`src/rtl/ram_initiator.sv`:
```
// ram_initiator: burst read/write front-end for a single-port RAM with a one-cycle registered read.
// Define RAM_INIT_WRITE_VERIFY_EN to build the per-beat write read-back check that drives verify_err.
module ram_initiator #(
  parameter int WIDTH = 8,
  parameter int DEPTH = 32,
  localparam int AW = (DEPTH > 1) ? $clog2(DEPTH) : 1
) (
  input  logic             clk,
  input  logic             rst,
  input  logic             cmd_valid,
  output logic             cmd_ready,
  input  logic             cmd_write,
  input  logic [AW-1:0]    cmd_addr,
  input  logic [3:0]       cmd_len,
  input  logic             wdata_valid,
  input  logic [WIDTH-1:0] wdata,
  output logic             wdata_ready,
  output logic             rdata_valid,
  output logic [WIDTH-1:0] rdata,
  output logic             rdata_last,
  input  logic             rdata_ready,
  output logic             busy,
  output logic             verify_err,
  output logic             ram_wr_en,
  output logic             ram_rd_en,
  output logic [AW-1:0]    ram_addr,
  output logic [WIDTH-1:0] ram_wdata,
  input  logic [WIDTH-1:0] ram_rdata
);

  localparam logic [2:0] ST_IDLE     = 3'd0;
  localparam logic [2:0] ST_WR       = 3'd1;
  localparam logic [2:0] ST_RD_REQ   = 3'd2;
  localparam logic [2:0] ST_RD_WAIT  = 3'd3;
  localparam logic [2:0] ST_RD_RSP   = 3'd4;
`ifdef RAM_INIT_WRITE_VERIFY_EN
  localparam logic [2:0] ST_VFY_REQ  = 3'd5;
  localparam logic [2:0] ST_VFY_WAIT = 3'd6;
`endif

  localparam logic [AW-1:0] LAST_ADDR = AW'(DEPTH - 1);

  logic [2:0]       state_reg, state_next;
  logic [AW-1:0]    cur_addr_reg, cur_addr_next;
  logic [3:0]       beats_left_reg, beats_left_next;
  logic [WIDTH-1:0] rdata_reg, rdata_next;
  logic [AW-1:0]    addr_inc;
  logic             last_beat;

  // Explicit wrap so non-power-of-two depths never address past the last word.
  assign addr_inc  = (cur_addr_reg == LAST_ADDR) ? '0 : cur_addr_reg + 1'b1;
  assign last_beat = (beats_left_reg == 4'd0);

`ifdef RAM_INIT_WRITE_VERIFY_EN
  logic [WIDTH-1:0] wsave_reg, wsave_next;
  logic             verify_err_reg, verify_err_next;
`endif

  always_comb begin
    state_next      = state_reg;
    cur_addr_next   = cur_addr_reg;
    beats_left_next = beats_left_reg;
    rdata_next      = rdata_reg;
`ifdef RAM_INIT_WRITE_VERIFY_EN
    wsave_next      = wsave_reg;
    verify_err_next = verify_err_reg;
`endif
    case (state_reg)
      ST_IDLE: begin
        if (cmd_valid) begin
          cur_addr_next   = cmd_addr;
          beats_left_next = cmd_len;
`ifdef RAM_INIT_WRITE_VERIFY_EN
          verify_err_next = 1'b0;
`endif
          state_next      = cmd_write ? ST_WR : ST_RD_REQ;
        end
      end
      ST_WR: begin
        if (wdata_valid) begin
`ifdef RAM_INIT_WRITE_VERIFY_EN
          wsave_next = wdata;
          state_next = ST_VFY_REQ;
`else
          cur_addr_next = addr_inc;
          if (last_beat) begin
            state_next = ST_IDLE;
          end else begin
            beats_left_next = beats_left_reg - 4'd1;
          end
`endif
        end
      end
      ST_RD_REQ: begin
        state_next = ST_RD_WAIT;
      end
      ST_RD_WAIT: begin
        rdata_next = ram_rdata;
        state_next = ST_RD_RSP;
      end
      ST_RD_RSP: begin
        if (rdata_ready) begin
          if (last_beat) begin
            state_next = ST_IDLE;
          end else begin
            cur_addr_next   = addr_inc;
            beats_left_next = beats_left_reg - 4'd1;
            state_next      = ST_RD_REQ;
          end
        end
      end
`ifdef RAM_INIT_WRITE_VERIFY_EN
      ST_VFY_REQ: begin
        state_next = ST_VFY_WAIT;
      end
      ST_VFY_WAIT: begin
        if (ram_rdata != wsave_reg) begin
          verify_err_next = 1'b1;
        end
        cur_addr_next = addr_inc;
        if (last_beat) begin
          state_next = ST_IDLE;
        end else begin
          beats_left_next = beats_left_reg - 4'd1;
          state_next      = ST_WR;
        end
      end
`endif
      default: begin
        state_next = ST_IDLE;
      end
    endcase
  end

  always_ff @(posedge clk) begin
    if (rst) begin
      state_reg      <= ST_IDLE;
      cur_addr_reg   <= '0;
      beats_left_reg <= '0;
      rdata_reg      <= '0;
    end else begin
      state_reg      <= state_next;
      cur_addr_reg   <= cur_addr_next;
      beats_left_reg <= beats_left_next;
      rdata_reg      <= rdata_next;
    end
  end

`ifdef RAM_INIT_WRITE_VERIFY_EN
  always_ff @(posedge clk) begin
    if (rst) begin
      wsave_reg      <= '0;
      verify_err_reg <= 1'b0;
    end else begin
      wsave_reg      <= wsave_next;
      verify_err_reg <= verify_err_next;
    end
  end

  assign verify_err = verify_err_reg;
  assign ram_rd_en  = (state_reg == ST_RD_REQ) || (state_reg == ST_VFY_REQ);
`else
  assign verify_err = 1'b0;
  assign ram_rd_en  = (state_reg == ST_RD_REQ);
`endif

  // Write strobe follows the client's valid directly so a gap costs no extra cycles.
  assign cmd_ready   = (state_reg == ST_IDLE);
  assign busy        = (state_reg != ST_IDLE);
  assign wdata_ready = (state_reg == ST_WR);
  assign ram_wr_en   = (state_reg == ST_WR) && wdata_valid;
  assign ram_wdata   = (state_reg == ST_WR) ? wdata : '0;
  assign ram_addr    = cur_addr_reg;
  assign rdata_valid = (state_reg == ST_RD_RSP);
  assign rdata_last  = (state_reg == ST_RD_RSP) && last_beat;
  assign rdata       = rdata_reg;

endmodule

```
`config.mk`:
```
export PLATFORM = sky130hd
export DESIGN_NAME = ram_initiator
export DESIGN_NICKNAME = d
export VERILOG_FILES = /design/src/rtl/ram_initiator.sv
export SDC_FILE = /design/constraint.sdc
export NUM_CORES = 1
export LEC_CHECK = 0
export ABC_AREA = 1
export ABC_CLOCK_PERIOD_IN_PS = 1300
export CORE_MARGIN = 2
export CORE_UTILIZATION = 37
export CTS_CLUSTER_DIAMETER = 80
export DETAILED_ROUTE_END_ITERATION = 10
export PLACE_DENSITY = 0.72
export SKIP_CTS_REPAIR_TIMING = 1
export SLEW_MARGIN = 20
export SYNTH_ARGS = -nofsm -noshare
export SYNTH_HDL_FRONTEND = slang
export SYNTH_SLANG_ARGS = --single-unit
```
`constraint.sdc`:
```
create_clock -name clk -period 1.3 [get_ports clk]
set_input_delay 0.195 -clock clk [delete_from_list [all_inputs] [get_ports clk]]
set_output_delay 0.195 -clock clk [all_outputs]
set_load 0.02 [all_outputs]
```
## Word level (Yosys, flattened, before mapping)

Index checks and enable logic that the tools add are counted.

- Equality and inequality tests: 10
- Reductions and logical operators: 9
- Multiplexer cells: 19
- Add/sub/neg operators: 2

Operator list:

| cell | number |
|---|---|
| 2-to-1 mux 5 bit | 5 |
| 2-to-1 mux 4 bit | 4 |
| case mux 3 bit (5 select lines) | 1 |
| case mux 5 bit (3 select lines) | 1 |
| 2-to-1 mux 3 bit | 4 |
| case mux 4 bit (3 select lines) | 1 |
| 2-to-1 mux 8 bit | 1 |
| AND reduction 4 bit | 2 |
| equality test 3 x 2 -> 1 bit, second input constant | 2 |
| inequality test 2 bit, second input constant | 3 |
| nonzero test 3 bit | 2 |
| adder 5 x 1 -> 5 bit, second input constant | 1 |
| equality test 5 bit, second input constant | 1 |
| AND reduction 5 bit | 1 |
| zero test 4 bit | 1 |
| 2-to-1 mux 2 bit | 2 |
| inequality test 2 x 1 -> 1 bit, second input constant | 2 |
| subtractor 4 x 1 -> 4 bit, second input constant | 1 |
| equality test 3 x 1 -> 1 bit, second input constant | 1 |
| equality test 3 bit, second input constant | 1 |
| zero test 3 bit | 1 |
| logical AND 1 bit | 2 |

- Bits in registers: 20
- Word-level logic and storage cells: 44

## Logic depth before layout (Yosys ltp)

- Depth after elaboration: 5
- Depth in mapped cells: 10

## Least setup slack after synthesis

Ideal clock, no wire load.

- Kind: reg2reg
- Start point: register cur_addr_reg[1], in the netlist ram_addr[1]
- End point: register cur_addr_reg[4], in the netlist ram_addr[4]
- Cell stages (with the launch flop): 9
- Setup time: 0.114 ns
- Setup slack: -0.142 ns
- Path buffers: 0
- Arrival: 1.328 ns
- Required time: 1.186 ns
- Cells stage by stage: dfxtp_1 ha_1 nand2_1 nor2_1 ha_1 nand2_1 nand2_1 nor2_1 nor2_2

- Longest elaborated chain between the ends: 5

RTL lines:

| what | RTL line | text |
|---|---|---|
| from (decl) | 44 | `logic [AW-1:0] cur_addr_reg, cur_addr_next;` |
| from (signal assigned) | 143 | `cur_addr_reg <= cur_addr_next;` |
| adder 5 x 1 -> 5 bit or equality test 5 bit (tied branches) | 51 | `assign addr_inc = (cur_addr_reg == LAST_ADDR) ? '0 : cur_addr_reg + 1'b1;` |
| 2-to-1 mux 5 bit (*) | 51 |  |
| 2-to-1 mux 5 bit | 103 | `if (last_beat) begin` |
| 2-to-1 mux 5 bit | 102 | `if (rdata_ready) begin` |
| case mux 5 bit (3 select lines) (*) | 68 | `case (state_reg)` |

Every way passes the cells marked *; elsewhere a longest branch is shown, timed or not. The select of a mux whose other input is x is not followed.
A chain may end at the register's enable or synchronous reset.

## Worst setup path in the final report

- Start point: register state_reg[1]
- End point: output port rdata_last

- Longest elaborated chain between the ends: 2

RTL lines:

| what | RTL line | text |
|---|---|---|
| from (decl) | 43 | `logic [2:0] state_reg, state_next;` |
| from (signal assigned) | 142 | `state_reg <= state_next;` |
| equality test 3 bit | 175 | `assign rdata_last = (state_reg == ST_RD_RSP) && last_beat;` |
| logical AND 1 bit | 175 |  |
| to (decl) | 20 | `output logic rdata_last,` |

No other way between the ends.

==> results.md <==
* Status: finished, violations left
* Failing checks: negative setup slack
* I/O pin count at 60
* Clock Latency Late Sink at slightly above 300 ps
* Final hold violations at 0
* Worst reg2reg path endpoint: beats_left_reg[0]$_SDFFE_PP0P_
* Average wire per standard cell at between 10 and 15 µm
* TritonCTS clock tree: yes
* Endpoint, Worst Hold: rdata[7]$_SDFFE_PP0N_
* Inst Count DP at 325
* R2R Path Start: state_reg[1]$_SDFFE_PP0P_
* ANT cells at 0
* Die Ht at 62.59 µm
* F_max at 657.1 MHz
* Total grt overflow at 0
* Clk sinks at 20
* Worst reg-to-reg setup slack at -130 ps
* Initial Utilization at a little under two fifths
* Share of cells above drive strength 1 at around two fifths
* Pre-CTS setup slack at -347.0 ps
* Sequential area share after synthesis at 31.53%
* Min Tclk post-route at 1522 ps
* MaxCap Viol Count at 0
* Clock Path Buffers at 2
* Non-filler cells, final at between 300 and 400
* R2R cell count at 9
* Leak pwr at between 1 and 1.5 nW
* Die width at around 63 µm
* Hold depth at 3
* Worst-case vdd ir drop at a little over 0.001 V
* Root Buffer: clkbuf_4
* GPL Wtd Cong at 0.8297
* CTS Buf Count at 3
* Avg Inst Size Synth at 6.382 µm²
* Pwr/cell area at about 1900 mW/mm²
* Pin count of the biggest net entering global routing at 19
* Rows at 21
* Hold Startpoint: ram_rdata[7]
* Drt initial violations at 50
* Hpwl dp at approximately 2500 µm
* RSZ-0062 raised after global routing: yes
* Launching element type of the critical path: flip-flop
* Setup-failing EPs final at 26
* Initial antenna violation count at 0
* Core area at 0.003311 mm²
* Drt pass-1 iters at 6
* Mapped Cells at between 150 and 200
* Cell variety after synth at 28
* Max-slew violations at 0
* Post-route DRC at 0
* Worst Tran Pin Value at approximately 550 ps
* Clk_skew at roughly 10 ps
* Crit-path max FO at 3
* Flops & latches, synth at 20
* Setup Crit Path Kind: flip-flop to output pin
* Max FFs per register at 8
* H-tree level count at 1
* Number of global-route vias before repair at 1375
* Final hold slack at approximately 490 ps
* Antenna Nets Post-Route at 0
* Slew HR at between 60% and 70%
* Die ar. at roughly 0.0039 mm²
* Final wirelength at 4249 µm
* CP Data Arrival Time at between 1000 and 1500 ps
* First-pass GRT wire length at ~5700 µm
* Critical path required time at 1110 ps
* Synth Net Count at 233
* Nets at 328
* Commonest cells after routing, fill and taps aside: nor2_1, nand2_1, clkdlybuf4s50_1
* Input/output buffers at slightly below 60
* Most common cell after layout, fill and taps aside: nor2_1
* Final WS setup at -221.8 ps
* Global-route usage over all layers at about 18%
* Via-to-Cell Ratio at roughly 4.5
* Setup crit end kind: output pin
* Worst hold path type: input pin to flip-flop
* Yosys warning total at 0
* Vias at 1538
* Final worst-path cycle share at 117.1%
* Synthesized cell area at around 0.0013 mm²
* Area growth from synthesis to layout at 101.7%
* Worst-path clk slew at between 100 and 150 ps
## worst max-delay path by stage
stage	cells after the start	start	end	slack (ps)
floorplan	8	ram_addr[0]$_SDFFE_PP0P_	ram_addr[4]$_SDFFE_PP0P_	0.6
global placement	7	beats_left_reg[0]$_SDFFE_PP0P_	rdata_last	-300
detailed placement	3	state_reg[0]$_SDFFE_PP0P_	ram_wr_en	-350
CTS	7	beats_left_reg[0]$_SDFFE_PP0P_	rdata_last	-700
global route	7	state_reg[1]$_SDFFE_PP0P_	rdata_last	-280
finish	7	state_reg[1]$_SDFFE_PP0P_	rdata_last	-220
## layout make-up
| class | instances | area [µm²] |
|---|---|---|
| Tap cell | 46 | 57.56 |
| Multi-Input combinational cell | 144 | 975.9 |
| Inverter | 32 | 130.1 |
| Fill cell | 254 | 749.5 |
| Timing Repair Buffer | 93 | 929.6 |
| Sequential cell | 20 | 420.4 |
| Clock buffer | 4 | 47.55 |
## kinds of logic after synthesis
group | after synthesis | share of synthesized area [%]
adders and majority gates | 3 | 2.956
DFF | 20 | 31.53
and+or+nand+nor | 121 | 44.43
AOI/OAI and AO/OA | 15 | 6.108
buffers and inverters | 37 | 13.30
xor gates and xnor gates | 2 | 1.380
other | 1 | 0.2953
## metal layers
layer / vias to the layer above / track usage, % / share of wire [%]
li1: 794 / - / -
met1: 683 / 18.86 / 38
met2: 55 / 33.20 / 55
met3: 6 / 3.784 / 5.9
met4: 0 / 6.944 / 1.2
met5: - / 0 / 0
## Yosys cell counts, drive strengths merged
cell type / instances / area [µm²]
a21oi: 3 / 15.01
a22oi: 1 / 7.510
buf: 5 / 46.29
conb: 1 / 3.750
dfxtp: 20 / 400.4
ha: 3 / 37.54
inv: 32 / 122.6
nand2: 52 / 230.2
nand3: 12 / 70.07
nand3b: 1 / 7.510
nand4: 3 / 18.77
nor2: 51 / 220.2
nor3: 1 / 5.000
nor3b: 1 / 12.51
o21ai: 11 / 55.05
xnor2: 1 / 8.760
xor2: 1 / 8.760
## through the flow
stage | total power [mW] | TNS (ps) | instance area [µm²] | utilization [%]
global route | 5.299 | -5466 | 2561 | 77.36
floorplan | 2.490 | 0 | 1280 | -
detailed placement | 3.581 | -6750 | 2087 | 63.04
global placement | 3.531 | -6195 | 2087 | 63.04
finish | 4.949 | -3404 | 2561 | 77.36
CTS | 4.032 | -13490 | 2135 | 64.47
## power by group
part           total [mW]  switching (mW)  internal, mW
combinational        3.50            1.85          1.65
sequential           1.00           0.177         0.826
clock               0.445           0.210         0.235
total                4.95            2.24          2.71
## critical path: stages, from the launching register on
cell     delay [ps]
dfxtp_4         380
buf_6           120
nor2_4          100
nand2_2          80
inv_2            80
nand2_1          80
inv_1            70
buf_6           110
Note: power is estimated with default switching activity, not from simulation.
